## config.mk

```make
export PLATFORM = sky130hd
export DESIGN_NAME = sdram_arbit
export DESIGN_NICKNAME = d
export VERILOG_FILES = /design/src/rtl/sdram_arbit.sv
export SDC_FILE = /design/constraint.sdc
export NUM_CORES = 1
export LEC_CHECK = 0
export CAP_MARGIN = 40
export CORE_ASPECT_RATIO = 1.75
export CORE_MARGIN = 2
export CORE_UTILIZATION = 29
export DETAILED_ROUTE_END_ITERATION = 6
export GPL_ROUTABILITY_DRIVEN = 0
export HOLD_SLACK_MARGIN = 0.08
export PLACE_DENSITY = 0.87
export SETUP_SLACK_MARGIN = 0.02
export SLEW_MARGIN = 20
export SYNTH_ARGS = -nofsm -noshare
export SYNTH_HDL_FRONTEND = slang
export SYNTH_SLANG_ARGS = --single-unit
```

## constraint.sdc

```tcl
create_clock -name sclk -period 3.15 [get_ports sclk]
set_input_delay 0.7875 -clock sclk [delete_from_list [all_inputs] [get_ports sclk]]
set_output_delay 0.7875 -clock sclk [all_outputs]
set_load 0.05 [all_outputs]
```

## src/rtl/sdram_arbit.sv

```systemverilog
// SDRAM command arbiter: init, then auto-refresh > write > read grants.
// Optional ARBIT_CMD_REG_EN registers the muxed SDRAM bus by one cycle.
module sdram_arbit #(
  parameter logic [3:0] CMD_NOP = 4'b0111,
  parameter int         ADDR_W  = 13
) (
  input  logic              sclk,
  input  logic              s_rst,
  input  logic              flag_init_end,
  input  logic [3:0]        init_cmd,
  input  logic [ADDR_W-1:0] init_addr,
  input  logic              ref_req,
  output logic              ref_en,
  input  logic              flag_ref_end,
  input  logic [3:0]        aref_cmd,
  input  logic [ADDR_W-1:0] ref_addr,
  input  logic              wr_req,
  output logic              wr_en,
  input  logic              flag_wr_end,
  input  logic [3:0]        wr_cmd,
  input  logic [ADDR_W-1:0] wr_addr,
  input  logic [1:0]        wr_ba,
  input  logic              rd_req,
  output logic              rd_en,
  input  logic              flag_rd_end,
  input  logic [3:0]        rd_cmd,
  input  logic [ADDR_W-1:0] rd_addr,
  input  logic [1:0]        rd_ba,
  output logic [3:0]        sdram_cmd,
  output logic [ADDR_W-1:0] sdram_addr,
  output logic [1:0]        sdram_bank
);

  typedef enum logic [2:0] {
    INIT  = 3'd0,
    ARBIT = 3'd1,
    AREF  = 3'd2,
    WRITE = 3'd3,
    READ  = 3'd4
  } state_t;

  state_t state;

  // Grants are only taken from ARBIT, so a finished owner always
  // spends one idle cycle there before the next grant.
  always_ff @(posedge sclk) begin
    if (s_rst) begin
      state  <= INIT;
      ref_en <= 1'b0;
      wr_en  <= 1'b0;
      rd_en  <= 1'b0;
    end else begin
      ref_en <= 1'b0;
      wr_en  <= 1'b0;
      rd_en  <= 1'b0;
      unique case (state)
        INIT: begin
          if (flag_init_end)
            state <= ARBIT;
        end
        ARBIT: begin
          priority case (1'b1)
            ref_req: begin
              state  <= AREF;
              ref_en <= 1'b1;
            end
            wr_req: begin
              state <= WRITE;
              wr_en <= 1'b1;
            end
            rd_req: begin
              state <= READ;
              rd_en <= 1'b1;
            end
            default: state <= ARBIT;
          endcase
        end
        AREF: begin
          if (flag_ref_end)
            state <= ARBIT;
        end
        WRITE: begin
          if (flag_wr_end)
            state <= ARBIT;
        end
        READ: begin
          if (flag_rd_end)
            state <= ARBIT;
        end
        default: state <= INIT;
      endcase
    end
  end

  logic [3:0]        mux_cmd;
  logic [ADDR_W-1:0] mux_addr;
  logic [1:0]        mux_bank;

  always_comb begin
    mux_cmd  = CMD_NOP;
    mux_addr = '0;
    mux_bank = 2'b00;
    unique case (state)
      INIT: begin
        mux_cmd  = init_cmd;
        mux_addr = init_addr;
      end
      AREF: begin
        mux_cmd  = aref_cmd;
        mux_addr = ref_addr;
      end
      WRITE: begin
        mux_cmd  = wr_cmd;
        mux_addr = wr_addr;
        mux_bank = wr_ba;
      end
      READ: begin
        mux_cmd  = rd_cmd;
        mux_addr = rd_addr;
        mux_bank = rd_ba;
      end
      default: begin
        mux_cmd  = CMD_NOP;
        mux_addr = '0;
        mux_bank = 2'b00;
      end
    endcase
  end

`ifdef ARBIT_CMD_REG_EN
  always_ff @(posedge sclk) begin
    if (s_rst) begin
      sdram_cmd  <= CMD_NOP;
      sdram_addr <= '0;
      sdram_bank <= 2'b00;
    end else begin
      sdram_cmd  <= mux_cmd;
      sdram_addr <= mux_addr;
      sdram_bank <= mux_bank;
    end
  end
`else
  assign sdram_cmd  = mux_cmd;
  assign sdram_addr = mux_addr;
  assign sdram_bank = mux_bank;
`endif

endmodule

```

==> results of run 1 <==
-- synthesized netlist by cell type, types with 2 or more instances --
cell | count | area [µm²]
mux2i_1 | 22 | 220
a22oi_1 | 3 | 22.5
a21o_1 | 14 | 105
dfxtp_1 | 6 | 120
o22ai_1 | 14 | 87.6
buf_6 | 3 | 33.8
nor2b_1 | 2 | 12.5
a32o_1 | 2 | 20.0
nand2_1 | 3 | 11.3
nand3_1 | 14 | 70.1
nor2_1 | 4 | 15.0
o21ai_0 | 2 | 10.0
buf_2 | 8 | 40.0
-- path summary, 6_finish.rpt --
kind           startpoint        endpoint  slack (ps)
min              state[1]        state[1]         790
max          ref_addr[12]  sdram_addr[12]         520
min reg2reg      state[1]        state[1]         790
max reg2reg      state[0]        state[0]        1520
-- logic make-up after synthesis --
group                  after synthesis  share of synthesized area (%)
AO/OA/AOI/OAI                       37                           30.1
AND/OR/NAND/NOR                     30                           20.5
multiplexers                        22                           25.6
buffers and inverters               13                           9.88
flip-flops                           6                           14.0
-- worst register-to-register path, cell delays in order, from the launching register on --
cell and delay (ps):
dfxtp_1 520, buf_4 320, nor4b_2 340, nand2b_1 180, o221ai_1 190
-- power groups by stage --
stage	combinational [mW]	sequential, mW	clock (mW)
after floorplan	0.276	0.0877	0
after global placement	0.543	0.0899	0
after detailed placement	0.553	0.0899	0
after CTS	0.555	0.0888	0.117
after global routing	0.577	0.0895	0.120
final	0.553	0.0885	0.115
-- area by class of cell --
| class | count | area (µm²) | share of cell area, % |
|---|---|---|---|
| Timing Repair Buffer | 107 | 1210 | 58.6 |
| Tap cell | 28 | 35.0 | 1.69 |
| Clock buffer | 3 | 41.3 | 2.00 |
| Multi-Input combinational cell | 89 | 656 | 31.7 |
| Sequential cell | 6 | 120 | 5.81 |
| Inverter | 1 | 3.75 | 0.182 |
-- through the flow --
| step | hold WS (ps) | utilization [%] | std cells | area [µm²] | setup WS, ps |
|---|---|---|---|---|---|
| finish | 792 | 72.2 | 234 | 2070 | 515 |
| global route | 873 | 72.2 | 234 | 2070 | 426 |
| CTS | 793 | 72.2 | 234 | 2070 | 510 |
| detailed placement | 788 | 70.8 | 231 | 2030 | 510 |
| global placement | 776 | 70.8 | 231 | 2030 | 581 |
| floorplan | 581 | - | 108 | 861 | 676 |
-- per-layer routing --
| layer | share of wire (%) | global-route usage (%) |
|---|---|---|
| met1 | 31 | 21.7 |
| met2 | 58 | 44.9 |
| met3 | 6.8 | 5.21 |
| met4 | 3.5 | 10.0 |
| met5 | 0 | 0 |
-- registers in the layout (all words and copies together), names as in the netlist --
register  flops
rd_en         1
ref_en        1
state         3
wr_en         1
==> results.toml, run 1 <==
[cts]
ctsLongestPathBuffers = 2
htree_levels = 1
cts-root-buf = "clkbuf_8"
post_cts_hold_buffer_count = 0
post-cts-setup-buffer-count = 0
clock_insertion_delay_worst_skew_ps = 220
cts_inserted_buffers = 3
clkSlewWorstSetupHoldPaths_ps = 30
cts_repair_resize_count = 0
cts_sinks = 6
cts_tree = "built"

[grt]
grt_first_pass_wirelength_um = 6160
grt_start_max_net_pins = 19
first_global_vias = 1336
overflow = 0
antenna_found_initial = 0
grtUsageTotal_pct = 23.6

[worst_setup_path]
crit_fanout = 1
critical_path_class = "in2out"
timing.critical_path.cells = "clkdlybuf4s50_1 > mux2i_1 > o22ai_1 > a21o_1 > buf_12"
worstSetupEndpointType = "primary output"
cp_top_family = "buffers and inverters"
critical_path_depth = 5
cpPeakStageDelay_ps = 420
logic_depth_of_the_worst_register_to_register_path = 4
startpoint_type = "input port"
timing.critical_path.required_ps = 2360
critPathArrivalTime_ps = 1850
buffers_and_inverters_on_the_worst_path = 2
timing.critical_path.slowest_stage_cell = "clkdlybuf4s50_1"

[timing]
fin_tns_setup_ps = 0
rsz0062_at_grt = "no"
skew_final_ps = 0.813
timing.slew.headroom_pct = 52.1
slew_viol_final = 0
period_needed_ps = 2630
timing_hold_violations_final = 0
max_slew.worst_pin.slew_ps = 718
setup_viol = 0
max_freq_ghz = 0.380
timing.final.crit_share_pct = 83.6

[synthesis]
synth_ff_type = "dfxtp_1"
synth.yosys.warnings = 0
synthArstFlopShare_pct = 0
synthesis.area_per_instance_um2 = 7.97
post_synth_instance_area_um2 = 861
synth.ff_latch_count = 6
postSynthNetCount = 189
synth.yosys.seq_area_share_pct = 14.0
post_synth_inst_count = 108
cell_variety_after_synth = 24
count_of_flip_flops_with_a_built_in_enable_after_synthesis = 0

[detailed_routing]
dr.first_iter.drc_count = 15
viasPerCell = 5.46
via_count = 1277
antenna_violating_nets_post_route = 0
post-route-drc-count = 0
detail_route.wl_per_cell_um = 16.7
first_pass_iters = 4
totalWireLength_um = 3920

[final_layout]
antenna_cells_inserted = 0
nets = 289
fill_cells = 224
drive_gt1_share_pct = 14.1
syn2layout_area_growth_pct = 140
layout.cells.most_common = "clkdlybuf4s50_1"
layout_common_cells = "83 x clkdlybuf4s50_1, 22 x mux2i_1, 16 x buf_12"

[die]
rows = 26
initial_core_util_pct = 30.1
area_of_the_core_mm2 = 0.00286
die_w_um = 45.2
die_area_mm2 = 0.00344
pin_count = 103
die_y_um = 76.1

[worst_hold_path]
min_delay_path_depth = 4
type_of_the_tightest_min_delay_check = "reg2reg"

[placement]
port_buffers = 102
dp_hpwl_um = 3280

[power]
finalPower_mw = 0.756
vdd_ir_drop_max_mv = 0.248
cellLeakagePower_nw = 0.833
seq_power_share_pct = 11.7
power.switching_fraction_pct = 41.1
power_frac_clock_pct = 15.2
combinationalPowerShare_pct = 73.1
switchingPower_mw = 0.311
power_density_mw_per_mm2 = 366
intPower_mw = 0.445

[run_status]
status = "completed"

[job]
drv_cap = 0
(Power assumes the default switching activity.)
==> run 2, diff against run 1 <==
--- a/config.mk
+++ b/config.mk
@@ -8,11 +8,11 @@
 export CAP_MARGIN = 40
 export CORE_ASPECT_RATIO = 1.75
 export CORE_MARGIN = 2
-export CORE_UTILIZATION = 29
+export CORE_UTILIZATION = 24
 export DETAILED_ROUTE_END_ITERATION = 6
 export GPL_ROUTABILITY_DRIVEN = 0
 export HOLD_SLACK_MARGIN = 0.08
-export PLACE_DENSITY = 0.87
+export PLACE_DENSITY = 0.77
 export SETUP_SLACK_MARGIN = 0.02
 export SLEW_MARGIN = 20
 export SYNTH_ARGS = -nofsm -noshare
==> constraint.sdc (replaced) <==
create_clock -name sclk -period 2.31 [get_ports sclk]
set_input_delay 0.5775 -clock sclk [delete_from_list [all_inputs] [get_ports sclk]]
set_output_delay 0.5775 -clock sclk [all_outputs]
set_load 0.05 [all_outputs]
==> run 2 against run 1 <==
Critical path depth stayed put. Largest cell class unchanged. Register-to-register slack worse by 510 ps. Non-clock buffer count rose by 2. Cell count increased by 8.1%. Global-route usage shrank 4.5 points. Worst setup slack got worse by 420 ps. Sequential share of layout area shrank 0.078 points. Clock-buffer cell count is the same. First-iteration DRC count up 47%. Clock skew grew 5.2 ps. Clock power rose by 40%. Largest power group unchanged. Critical endpoint is now sdram_addr[9]. Power is 38% higher.
==> results.toml, run 2 (synthesis gave the netlist of run 1 again) <==
[cts]
cts-root-buf = "clkbuf_8"
cts_tree = "built"
ctsLongestPathBuffers = 2
cts_sinks = 6
cts_inserted_buffers = 3
post-cts-setup-buffer-count = 0
clock_insertion_delay_worst_skew_ps = 230
clkSlewWorstSetupHoldPaths_ps = 40
htree_levels = 1

[grt]
met2_usage_grt_pct = 38.0
first_global_vias = 1297
overflow = 0
grt_first_pass_wirelength_um = 6190
grtUsageTotal_pct = 19.0
met3_track_demand_over_resource_in_global_routing_pct = 5.76
grt_start_max_net_pins = 29
antenna_found_initial = 0
grt-busiest-layer = "met2"
groute.layer.met1.usage_pct = 17.3

[final_layout]
antenna_cells_inserted = 0
layout_common_cells = "83 x clkdlybuf4s50_1, 22 x mux2i_1, 17 x buf_12"
nets = 291
multi_input_comb_area_um2 = 656
finalCoreUtilization_pct = 62.3
largest_register_ffs = 3
seqCellArea_um2 = 121
fin_cells = 253
fill_cells = 312
syn2layout_area_growth_pct = 146
layout.cells.most_common = "clkdlybuf4s50_1"
drive_gt1_share_pct = 15.9
top_reg_by_flops = "state"

[timing]
slew_viol_final = 0
period_needed_ps = 2210
setup_viol = 0
max_slew.worst_pin.slew_ps = 514
timing.slew.headroom_pct = 65.6
skew_final_ps = 6.06
fin_tns_setup_ps = 0
timing.final.crit_share_pct = 95.8
max_freq_ghz = 0.452
rsz0062_at_grt = "no"
timing_hold_violations_final = 0

[detailed_routing]
totalWireLength_um = 3970
first_pass_iters = 4
detail_route.wl_per_cell_um = 15.7
via_count = 1252
antenna_violating_nets_post_route = 0
dr.first_iter.drc_count = 22
viasPerCell = 4.95
post-route-drc-count = 0

[worst_setup_path]
critical_path_class = "in2out"
logic_depth_of_the_worst_register_to_register_path = 4
r2r_setup_slack_ps = 1010
worstSetupEndpointType = "primary output"
critPathArrivalTime_ps = 1640
crit_fanout = 1
regToRegEndpoint = "state[0]"
startpoint_type = "input port"
crit-reg2reg-launch = "state[0]"
timing.critical_path.required_ps = 1730

[job]
drv_cap = 0

[die]
die_area_mm2 = 0.00410
rows = 28
die_w_um = 49.3
area_of_the_core_mm2 = 0.00340
pin_count = 103
initial_core_util_pct = 25.3
die_y_um = 83.2

[power]
power_density_mw_per_mm2 = 492
finalPower_mw = 1.04
cellLeakagePower_nw = 0.848
vdd_ir_drop_max_mv = 0.352

[placement]
dp.cells = 250
dp_hpwl_um = 3230
port_buffers = 102

[worst_hold_path]
timing.hold.worst_endpoint = "state[2]"
hold_path.startpoint = "state[0]"
min_delay_path_depth = 3
type_of_the_tightest_min_delay_check = "reg2reg"

[run_status]
status = "completed"
==> run 2: cell count changes in the layout (fill, tap and decap cells not counted), sizes merged <==
cell,change
buf,+2
==> run 2: area by class of cell <==
cell class / instances / share of cell area (%)
clock buffers: 3 / 1.95
inverters: 1 / 0.177
multi-input cells: 89 / 31.0
flip-flops and latches: 6 / 5.73
well taps: 45 / 2.66
repair buffers: 109 / 58.5
==> run 2: routing by layer <==
metal	share of wire, %	vias to the layer above
li1	-	617
met1	33	567
met2	57	61
met3	8.3	7
met4	2.0	0
met5	0	-
==> run 2: worst max path at each step <==
stage,from,to
after floorplan,state[1],sdram_cmd[2]
after CTS,init_addr[9],sdram_addr[9]
after global routing,ref_addr[9],sdram_addr[9]
after detailed placement,init_addr[9],sdram_addr[9]
final,init_addr[9],sdram_addr[9]
after global placement,init_addr[2],sdram_addr[2]
==> run 2: what timing repair did <==
action	in CTS	in global routing
setup endpoints to repair	3	1
hold buffers	0	0
gates cloned	0	0
pin swaps	0	0
resized for setup	1	1
==> run 2: worst max-delay path, cell delays in order <==
cell	delay [ps]
clkdlybuf4s50_1	430
mux2i_1	170
o22ai_1	110
a21o_1	200
buf_12	150
==> run 2: power by group <==
group	internal, mW	leakage, nW	switching, mW
combinational	0.391	0.777	0.368
sequential	0.111	0.0493	0.00968
clock	0.112	0.0216	0.0492
total	0.614	0.848	0.427
==> run 2: per-stage QoR <==
| step | hold WS [ps] | setup slack, ps | instance area [µm²] |
|---|---|---|---|
| after detailed placement | 627 | 77.3 | 2070 |
| after global placement | 606 | 152 | 2070 |
| after floorplan | 581 | 46.1 | 861 |
| after global routing | 705 | 56.1 | 2120 |
| after CTS | 642 | 71.5 | 2120 |
| final | 635 | 96.3 | 2120 |
